==> src/rtl/cascade_ack_sequencer_if.sv <==
// rtl/cascade_ack_sequencer_if.sv - INTA#/CAS bus bundle between the PIC core and the cascade sequencer
interface cascade_ack_sequencer_if #(
  parameter int NUM_CHANNELS = 8,
  parameter int ID_WIDTH     = 3
);
  logic [NUM_CHANNELS-1:0] acknowledge_interrupt;
  logic                    interrupt_acknowledge_n;
  logic [ID_WIDTH-1:0]     cascade_in;
  logic                    cascade_slave;
  logic [ID_WIDTH-1:0]     cascade_out;
  logic                    cascade_out_enable;
  logic                    cascade_slave_enable;
  logic [1:0]              ack_state;
  logic                    call_opcode_enable;
  logic                    send_vector_enable;
  logic                    end_of_ack_sequence;
  logic                    cascade_error;

  modport master (
    input  acknowledge_interrupt, interrupt_acknowledge_n, cascade_in,
    output cascade_slave, cascade_out, cascade_out_enable, cascade_slave_enable,
           ack_state, call_opcode_enable, send_vector_enable,
           end_of_ack_sequence, cascade_error
  );

  modport slave (
    output acknowledge_interrupt, interrupt_acknowledge_n, cascade_in,
    input  cascade_slave, cascade_out, cascade_out_enable, cascade_slave_enable,
           ack_state, call_opcode_enable, send_vector_enable,
           end_of_ack_sequence, cascade_error
  );
endinterface

==> src/rtl/cascade_ack_sequencer.sv <==
// rtl/cascade_ack_sequencer.sv - 8259A cascade/INTA sequencer: CAS drive, slave select, data strobes, timeout
module cascade_ack_sequencer #(
  parameter int NUM_CHANNELS   = 8,
  parameter int ID_WIDTH       = 3,
  parameter int TIMEOUT_CYCLES = 255
) (
  input  logic                    clock,
  input  logic                    reset_n,
  input  logic                    single_or_cascade_config,
  input  logic                    buffered_mode_config,
  input  logic                    buffered_master_or_slave_config,
  input  logic                    slave_program,
  input  logic                    x86_mode,
  input  logic [NUM_CHANNELS-1:0] cascade_device_config,
  cascade_ack_sequencer_if.master bus
);
  typedef enum logic [1:0] {IDLE = 2'd0, ACK1 = 2'd1, ACK2 = 2'd2, ACK3 = 2'd3} state_t;

  localparam int TW = (TIMEOUT_CYCLES > 2) ? $clog2(TIMEOUT_CYCLES) : 1;

  state_t                  state, state_d, final_state;
  logic                    inta_prev;
  logic [TW-1:0]           timer, timer_d;
  logic [NUM_CHANNELS-1:0] ack_vec, ack_vec_d;
  logic                    mode_x86, mode_x86_d;
  logic                    slave_en, slave_en_d;
  logic                    call_en, call_en_d;
  logic                    send_en, send_en_d;
  logic                    eoa, eoa_d;
  logic                    err, err_d;
  logic                    fall, rise, is_slave, slave_hit, hit_d, responder_d, drive_cas;
  logic [ID_WIDTH-1:0]     low_idx;

  assign fall     = inta_prev & ~bus.interrupt_acknowledge_n;
  assign rise     = ~inta_prev & bus.interrupt_acknowledge_n;
  assign is_slave = ~single_or_cascade_config &
                    (buffered_mode_config ? ~buffered_master_or_slave_config : ~slave_program);

  always_comb begin
    state_d     = state;
    ack_vec_d   = ack_vec;
    mode_x86_d  = mode_x86;
    slave_en_d  = slave_en;
    eoa_d       = 1'b0;
    err_d       = 1'b0;
    final_state = mode_x86 ? ACK2 : ACK3;

    if (fall || rise || state == IDLE) timer_d = '0;
    else                               timer_d = timer + 1'b1;

    case (state)
      IDLE: begin
        if (fall) begin
          state_d    = ACK1;
          ack_vec_d  = bus.acknowledge_interrupt;
          mode_x86_d = x86_mode;
        end
      end
      default: begin
        // A fall in the final state is ignored; only its rise completes the sequence.
        if (fall && state != final_state) begin
          state_d = state_t'(state + 2'd1);
        end else if (rise && state == final_state) begin
          state_d = IDLE;
          eoa_d   = 1'b1;
        end else if (!fall && !rise && timer == TW'(TIMEOUT_CYCLES - 1)) begin
          state_d = IDLE;
          err_d   = 1'b1;
        end
        if (rise && state == ACK1)
          slave_en_d = is_slave & (bus.cascade_in == cascade_device_config[ID_WIDTH-1:0]);
      end
    endcase

    if (state_d == IDLE) slave_en_d = 1'b0;

    // Strobes are computed from next-state values so they line up with the state they belong to.
    hit_d       = |(ack_vec_d & cascade_device_config);
    responder_d = single_or_cascade_config | (~is_slave & ~hit_d) | (is_slave & slave_en_d);
    call_en_d   = responder_d & ~mode_x86_d & ~is_slave & ~bus.interrupt_acknowledge_n &
                  (state_d == ACK1);
    send_en_d   = responder_d & ~bus.interrupt_acknowledge_n &
                  ((state_d == ACK2) | (~mode_x86_d & (state_d == ACK3)));
  end

  always_ff @(posedge clock) begin
    if (!reset_n) begin
      state     <= IDLE;
      inta_prev <= 1'b1;
      timer     <= '0;
      ack_vec   <= '0;
      mode_x86  <= 1'b0;
      slave_en  <= 1'b0;
      call_en   <= 1'b0;
      send_en   <= 1'b0;
      eoa       <= 1'b0;
      err       <= 1'b0;
    end else begin
      state     <= state_d;
      inta_prev <= bus.interrupt_acknowledge_n;
      timer     <= timer_d;
      ack_vec   <= ack_vec_d;
      mode_x86  <= mode_x86_d;
      slave_en  <= slave_en_d;
      call_en   <= call_en_d;
      send_en   <= send_en_d;
      eoa       <= eoa_d;
      err       <= err_d;
    end
  end

  always_comb begin
    low_idx = '0;
    for (int i = NUM_CHANNELS - 1; i >= 0; i--)
      if (ack_vec[i]) low_idx = ID_WIDTH'(i);
  end

  assign slave_hit = |(ack_vec & cascade_device_config);
  assign drive_cas = (state != IDLE) & ~is_slave & ~single_or_cascade_config & slave_hit;

  assign bus.cascade_slave        = is_slave;
  assign bus.cascade_out          = drive_cas ? low_idx : '0;
  assign bus.cascade_out_enable   = drive_cas;
  assign bus.cascade_slave_enable = slave_en;
  assign bus.ack_state            = state;
  assign bus.call_opcode_enable   = call_en;
  assign bus.send_vector_enable   = send_en;
  assign bus.end_of_ack_sequence  = eoa;
  assign bus.cascade_error        = err;
endmodule

==> src/flat_wrapper.sv <==
// flat-port wrapper written by rule: the top's interface ports become plain ports
module cascade_ack_sequencer_flat 
#(
  parameter int NUM_CHANNELS   = 8,
  parameter int ID_WIDTH       = 3,
  parameter int TIMEOUT_CYCLES = 255
)
  (clock, reset_n, single_or_cascade_config, buffered_mode_config, buffered_master_or_slave_config, slave_program, x86_mode, cascade_device_config, bus_acknowledge_interrupt, bus_interrupt_acknowledge_n, bus_cascade_in, bus_cascade_slave, bus_cascade_out, bus_cascade_out_enable, bus_cascade_slave_enable, bus_ack_state, bus_call_opcode_enable, bus_send_vector_enable, bus_end_of_ack_sequence, bus_cascade_error);
  cascade_ack_sequencer_if #(.NUM_CHANNELS(NUM_CHANNELS), .ID_WIDTH(ID_WIDTH)) bus_i ();
  input  logic clock;
  input  logic reset_n;
  input  logic single_or_cascade_config;
  input  logic buffered_mode_config;
  input  logic buffered_master_or_slave_config;
  input  logic slave_program;
  input  logic x86_mode;
  input  logic [NUM_CHANNELS-1:0] cascade_device_config;
  input wire logic [$bits(bus_i.acknowledge_interrupt)-1:0] bus_acknowledge_interrupt;
  input wire logic [$bits(bus_i.interrupt_acknowledge_n)-1:0] bus_interrupt_acknowledge_n;
  input wire logic [$bits(bus_i.cascade_in)-1:0] bus_cascade_in;
  output wire logic [$bits(bus_i.cascade_slave)-1:0] bus_cascade_slave;
  output wire logic [$bits(bus_i.cascade_out)-1:0] bus_cascade_out;
  output wire logic [$bits(bus_i.cascade_out_enable)-1:0] bus_cascade_out_enable;
  output wire logic [$bits(bus_i.cascade_slave_enable)-1:0] bus_cascade_slave_enable;
  output wire logic [$bits(bus_i.ack_state)-1:0] bus_ack_state;
  output wire logic [$bits(bus_i.call_opcode_enable)-1:0] bus_call_opcode_enable;
  output wire logic [$bits(bus_i.send_vector_enable)-1:0] bus_send_vector_enable;
  output wire logic [$bits(bus_i.end_of_ack_sequence)-1:0] bus_end_of_ack_sequence;
  output wire logic [$bits(bus_i.cascade_error)-1:0] bus_cascade_error;
  assign bus_i.acknowledge_interrupt = bus_acknowledge_interrupt;
  assign bus_i.interrupt_acknowledge_n = bus_interrupt_acknowledge_n;
  assign bus_i.cascade_in = bus_cascade_in;
  assign bus_cascade_slave = bus_i.cascade_slave;
  assign bus_cascade_out = bus_i.cascade_out;
  assign bus_cascade_out_enable = bus_i.cascade_out_enable;
  assign bus_cascade_slave_enable = bus_i.cascade_slave_enable;
  assign bus_ack_state = bus_i.ack_state;
  assign bus_call_opcode_enable = bus_i.call_opcode_enable;
  assign bus_send_vector_enable = bus_i.send_vector_enable;
  assign bus_end_of_ack_sequence = bus_i.end_of_ack_sequence;
  assign bus_cascade_error = bus_i.cascade_error;
  cascade_ack_sequencer #(.NUM_CHANNELS(NUM_CHANNELS), .ID_WIDTH(ID_WIDTH), .TIMEOUT_CYCLES(TIMEOUT_CYCLES)) u_core (.clock(clock), .reset_n(reset_n), .single_or_cascade_config(single_or_cascade_config), .buffered_mode_config(buffered_mode_config), .buffered_master_or_slave_config(buffered_master_or_slave_config), .slave_program(slave_program), .x86_mode(x86_mode), .cascade_device_config(cascade_device_config), .bus(bus_i));
endmodule
==> config.mk <==
export PLATFORM = sky130hd
export DESIGN_NAME = cascade_ack_sequencer_flat
export DESIGN_NICKNAME = d
export VERILOG_FILES = /design/src/rtl/cascade_ack_sequencer_if.sv /design/src/rtl/cascade_ack_sequencer.sv /design/src/flat_wrapper.sv
export SDC_FILE = /design/constraint.sdc
export NUM_CORES = 1
export LEC_CHECK = 0
export ABC_AREA = 1
export ABC_CLOCK_PERIOD_IN_PS = 3900
export CAP_MARGIN = 10
export CORE_AREA = 2 2 56 58
export DETAILED_ROUTE_END_ITERATION = 8
export DIE_AREA = 0 0 58 60
export GPL_ROUTABILITY_DRIVEN = 0
export GPL_TIMING_DRIVEN = 0
export PLACE_DENSITY_LB_ADDON = 0.3
export SYNTH_ARGS = -nofsm -noshare
export SYNTH_HDL_FRONTEND = slang
export SYNTH_SLANG_ARGS = --single-unit
==> constraint.sdc <==
create_clock -name clock -period 3.9 [get_ports clock]
set_clock_uncertainty 0.2 [all_clocks]
set_input_delay 0.975 -clock clock [delete_from_list [all_inputs] [get_ports clock]]
set_output_delay 0.975 -clock clock [all_outputs]
set_load 0.01 [all_outputs]
# ---- Word-level counts from Yosys, hierarchy flattened
# Index checks and enable logic that the tools add are counted.
dict set report totals {
  wordCells 92
  out_inout_bits 12
  input_bits 27
  reg_bits 25
}
dict set report classes {
  n_reduce_logical 17
  n_mux 25
  n_addsub 2
  n_bitwise 30
  n_eq_ne 8
}
# op count
set op_table {}
lappend op_table {{3-bit two-way mux} 9}
lappend op_table {{1-bit AND} 16}
lappend op_table {{8-bit AND} 2}
lappend op_table {{8-bit two-way mux} 2}
lappend op_table {{8-bit OR reduction} 2}
lappend op_table {{2-bit two-way mux} 5}
lappend op_table {{1-bit two-way mux} 9}
lappend op_table {{1-bit NOT} 9}
lappend op_table {{8-bit by 1-bit adder with 8-bit output (second input constant)} 1}
lappend op_table {{8-bit == test (second input constant)} 1}
lappend op_table {{1-bit logical AND} 5}
lappend op_table {{2-bit by 1-bit == test with 1-bit output (second input constant)} 2}
lappend op_table {{2-bit == test (second input constant)} 2}
lappend op_table {{2-bit zero test} 2}
lappend op_table {{4-bit OR reduction} 1}
lappend op_table {{3-bit == test} 1}
lappend op_table {{1-bit bitwise OR} 3}
lappend op_table {{3-bit OR reduction} 1}
lappend op_table {{2-bit by 1-bit adder with 2-bit output (second input constant)} 1}
lappend op_table {{2-bit == test} 1}
lappend op_table {{1-bit zero test} 2}
lappend op_table {{1-bit logical OR} 2}
lappend op_table {{2-bit inequality test} 1}
lappend op_table {{2-bit nonzero test} 1}
lappend op_table {{2-bit OR reduction} 1}

# ---- Longest topological paths before layout
dict set report depth {
  ltp_word 17
  depth_mapped 15
  ltp_nobuf 15
}

# ---- Worst setup path before layout
# Ideal clock, no wire load.
dict set report synth_path {
  kind {input-to-output}
  startpoint {input port buffered_mode_config}
  endpoint {output port bus_cascade_out[2]}
  n_path_buf 0
  path_stages 7
  t_arrival_ns 2.026
  required_ns 2.725
  path_slack_ns 0.699
  cell_sequence {inv_1 > nand2_1 > nand3_1 > nand3_1 > a21oi_1 > nand3_1 > nor4_1}
}
dict set report synth_via {
  elab_chain_len 7
}
# item line
set synth_lines {}
lappend synth_lines {{start, declared} flat_wrapper.sv:13} ;# input logic buffered_mode_config;
lappend synth_lines {{1-bit two-way mux} cascade_ack_sequencer.sv:37} ;# (buffered_mode_config ? ~buffered_master_or_slave_config : ~slave_program);
lappend synth_lines {{1-bit AND} cascade_ack_sequencer.sv:36} ;# assign is_slave = ~single_or_cascade_config &
lappend synth_lines {{1-bit NOT} cascade_ack_sequencer.sv:119} ;# assign drive_cas = (state != IDLE) & ~is_slave & ~single_or_cascade_config & slave_hit;
lappend synth_lines {{1-bit AND (3 in a row)} cascade_ack_sequencer.sv:119}
lappend synth_lines {{net bus_cascade_out_enable} flat_wrapper.sv:23} ;# output wire logic [$bits(bus_i.cascade_out_enable)-1:0] bus_cascade_out_enable;
lappend synth_lines {{3-bit two-way mux} cascade_ack_sequencer.sv:122} ;# assign bus.cascade_out = drive_cas ? low_idx : '0;
lappend synth_lines {{end, declared} flat_wrapper.sv:22} ;# output wire logic [$bits(bus_i.cascade_out)-1:0] bus_cascade_out;
# The timed path passes the listed nets, and every way through them passes these cells.

# ---- Worst setup path after layout
dict set report layout_path {
  startpoint {input port single_or_cascade_config}
  endpoint {output port bus_cascade_out_enable}
}
dict set report layout_via {
  elab_chain_len 6
}
# item line
set layout_lines {}
lappend layout_lines {{start, declared} flat_wrapper.sv:12} ;# input logic single_or_cascade_config;
lappend layout_lines {{1-bit NOT *} {cascade_ack_sequencer.sv:36, cascade_ack_sequencer.sv:119}}
lappend layout_lines {{1-bit AND} cascade_ack_sequencer.sv:36}
lappend layout_lines {{1-bit NOT} cascade_ack_sequencer.sv:119}
lappend layout_lines {{1-bit AND} cascade_ack_sequencer.sv:119}
lappend layout_lines {{1-bit AND * (2 in a row)} cascade_ack_sequencer.sv:119}
lappend layout_lines {{end, declared} flat_wrapper.sv:23}
# Every way passes the cells marked *; elsewhere a longest branch is shown, timed or not.

==> impl_metrics.toml <==
[logic_synthesis]
async_flop_share_pct = 0
yosys.area.top_type_share_pct = 35.94
yosys_register_bits = 25
ys_warn_count = 0
synth_fa_ha_area_share_pct = 5.391
synthTopCellsByArea = "dfxtp_1 (36%), nand2_1 (11%), nor2_1 (7.8%), inv_1 (7.0%), ha_1 (5.4%)"
synth.largest_area_cell = "dfxtp_1"
synth.cell_area_um2 = 1393
syn_inst = 200
synth_seq_area_share_pct = 35.94
syn_avg_cell_area_um2 = 6.963
synth_edf_count = 0
synth_top_family_by_area = "simple AND/OR/NAND/NOR gates"
synth_cell_types = 31
synthSimpleGateAreaFrac_pct = 30.91
yosys-mux-area-fraction_pct = 0
syn_nets = 233
synth_most_common_cell = "nand2_1"
synth_xor_area_share_pct = 2.516
synth_compound_area_share_pct = 15.09
synth_commonest_cells = "nand2_1 (41), nor2_1 (29), inv_1 (26)"
ys.flop_type = "dfxtp_1"

[cts]
clock_path_buffers = 2
clkTransAtPathRegs_ps = 120
clk_latency_ps = 320
cts_tree = "done"
ctsRootBufferMaster = "clkbuf_4"
cts_num_sinks = 25
cts_buffers = 3
ctsHoldBuffers = 0
htreeDepth = 1

[worst_hold_path]
hp-class = "register to register"
min_from = "u_core.timer[0]$_SDFF_PP0_"

[routing]
route.detailed.drc = 0
drt-initial-drc-count = 62
avgViaCountPerCell = 5.109
vias = 1410
highest_layer = "met4"
drt-met1-wl_um = 1448
route.antenna.remaining_nets = 0
post_drt_wl_per_cell_um = 11.33
wl_um = 3126
wl_met2_um = 1486
first_pass_iters = 4
wl_met3_um = 144

[grt]
antenna_found_initial = 0
grt_pass1_vias = 1211
grt_max_degree = 14
overflow = 0
grt_usage_pct = 19.15
grt_pass1_wl_um = 5181

[cells_and_area]
nNetsFinal = 277
drive_above_1_share_pct = 6.584
stdcell_area_um2 = 1863
diodes = 0
final_util_pct = 64.18
area_growth_pct = 33.78
final_cells = 276

[sta]
rsz0062_at_grt = "false"
worstMarginPinSlew_ps = 464.0
finalCriticalPeriod_ps = 3805
min_period_over_period_pct = 97.57
setup_violations = 0
hold_violations = 0
drv_slew = 0
relSlewSlack_pct = 69.07
setup_tns_ps = 0
fmax_mhz = 262.8
setup_ws_ps = 94.79

[die]
num_rows = 20
die_w_um = 58
fp.dieH_um = 60
io-pin-count = 39
initial_core_util_pct = 47.97
coreArea_um2 = 2903
dieArea_um2 = 3480

[power_and_ir_drop]
ir_drop_v = 0.0002641
p_leak_nw = 0.8116
power.density_nw_per_um2 = 319.3

[placed_design]
dpl_worst_slack_ps = -276.8
port_buffers = 38
placedCellCount = 271
dpl.hpwl_um = 2445
placed_cell_area_um2 = 1814

[critical_path]
path_max_fanout = 5
startpoint = "single_or_cascade_config"
r2r_start = "u_core.bus.ack_state[0]$_SDFF_PN0_"
cp.arrival_ps = 2630
path_class = "input pin to output pin"
critPathCaptureType = "output pin"
cp-start-kind = "input pin"
required_ps = 2720

[outcome]
status = "finished, final reports clean"

[job]
cap_violations = 0
[flip-flops by register name (all words and copies together) (netlist names)]
name / flops
u_core.ack_vec: 8
u_core.timer: 8
u_core.bus.ack_state: 2
u_core.bus.call_opcode_enable: 1
u_core.bus.cascade_error: 1
u_core.bus.cascade_slave_enable: 1
u_core.bus.end_of_ack_sequence: 1
u_core.bus.send_vector_enable: 1
u_core.inta_prev: 1
u_core.mode_x86: 1
[metrics by stage]
stage | total power [mW] | hold WS [ps]
floorplan | 0.4107 | 230.0
global placement | 0.4784 | 245.7
detailed placement | 0.4803 | 247.3
CTS | 0.5959 | 277.5
global route | 0.6375 | 316.4
finish | 0.5949 | 273.9
[power breakdown]
| part | switching, mW | internal, mW | total, mW |
|---|---|---|---|
| logic | 0.101 | 0.0904 | 0.191 |
| clock network | 0.0749 | 0.0400 | 0.115 |
| registers | 0.0166 | 0.272 | 0.289 |
| total | 0.192 | 0.402 | 0.595 |
[cells by family (layout without fill, tap and decap cells)]
| kind of cell | count (synthesis) | after routing |
|---|---|---|
| xor gates and xnor gates | 4 | 4 |
| adders and majority gates | 6 | 6 |
| DFF | 25 | 25 |
| buffers and inverters | 31 | 74 |
| AOI/OAI and AO/OA | 35 | 35 |
| and+or+nand+nor | 99 | 99 |
[critical path, stage by stage]
cell and delay (ps):
clkdlybuf4s50_1 480, inv_1 80, nand3_2 130, nand3_1 130, a21oi_2 180, buf_4 130
clkdlybuf4s50_1 520
[layout make-up]
cell class / instances / area (um2)
inverter: 27 / 101.3
buffer: 4 / 40.04
multi-input combinational: 144 / 765.7
clock buffer: 4 / 26.28
sequential: 25 / 500.5
tap: 33 / 41.29
fill: 276 / 1040
timing repair buffer: 39 / 387.9
[routing by layer]
| layer | vias up | track usage [%] |
|---|---|---|
| li1 | 743 | - |
| met1 | 626 | 25.26 |
| met2 | 37 | 31.98 |
| met3 | 4 | 2.597 |
| met4 | 0 | 6.977 |
| met5 | - | 0 |
[timing repair]
action,in CTS,in global routing
gates resized for setup,4,2
setup buffers,1,0
setup endpoints to repair,3,2
[cell usage in the layout (no fill, tap or decap), types with 2 or more instances in the layout]
master            n
or2_2             2
o21ai_1           3
inv_1            26
nand4_1           2
a211oi_1          2
o211ai_1          7
o21ai_0          12
dfxtp_1          25
nor3_1            2
clkbuf_1          2
dlygate4sd2_1     2
clkbuf_4          3
xnor2_1           2
a21oi_1           6
nand2_1          41
ha_1              6
buf_6             2
nor4_1            3
nor2_1           29
clkdlybuf4s50_1  35
xor2_1            2
nand3_1          13
[path summary, 6_finish.rpt]
path         slack [ps]  depth (start not counted)                                        to
max                  90                          7                    bus_cascade_out_enable
min                 270                          1                u_core.timer[0]$_SDFF_PP0_
max reg2reg        1780                         13  u_core.bus.send_vector_enable$_SDFF_PN0_
min reg2reg         270                          1                u_core.timer[0]$_SDFF_PP0_
(Power assumes the default switching activity.)
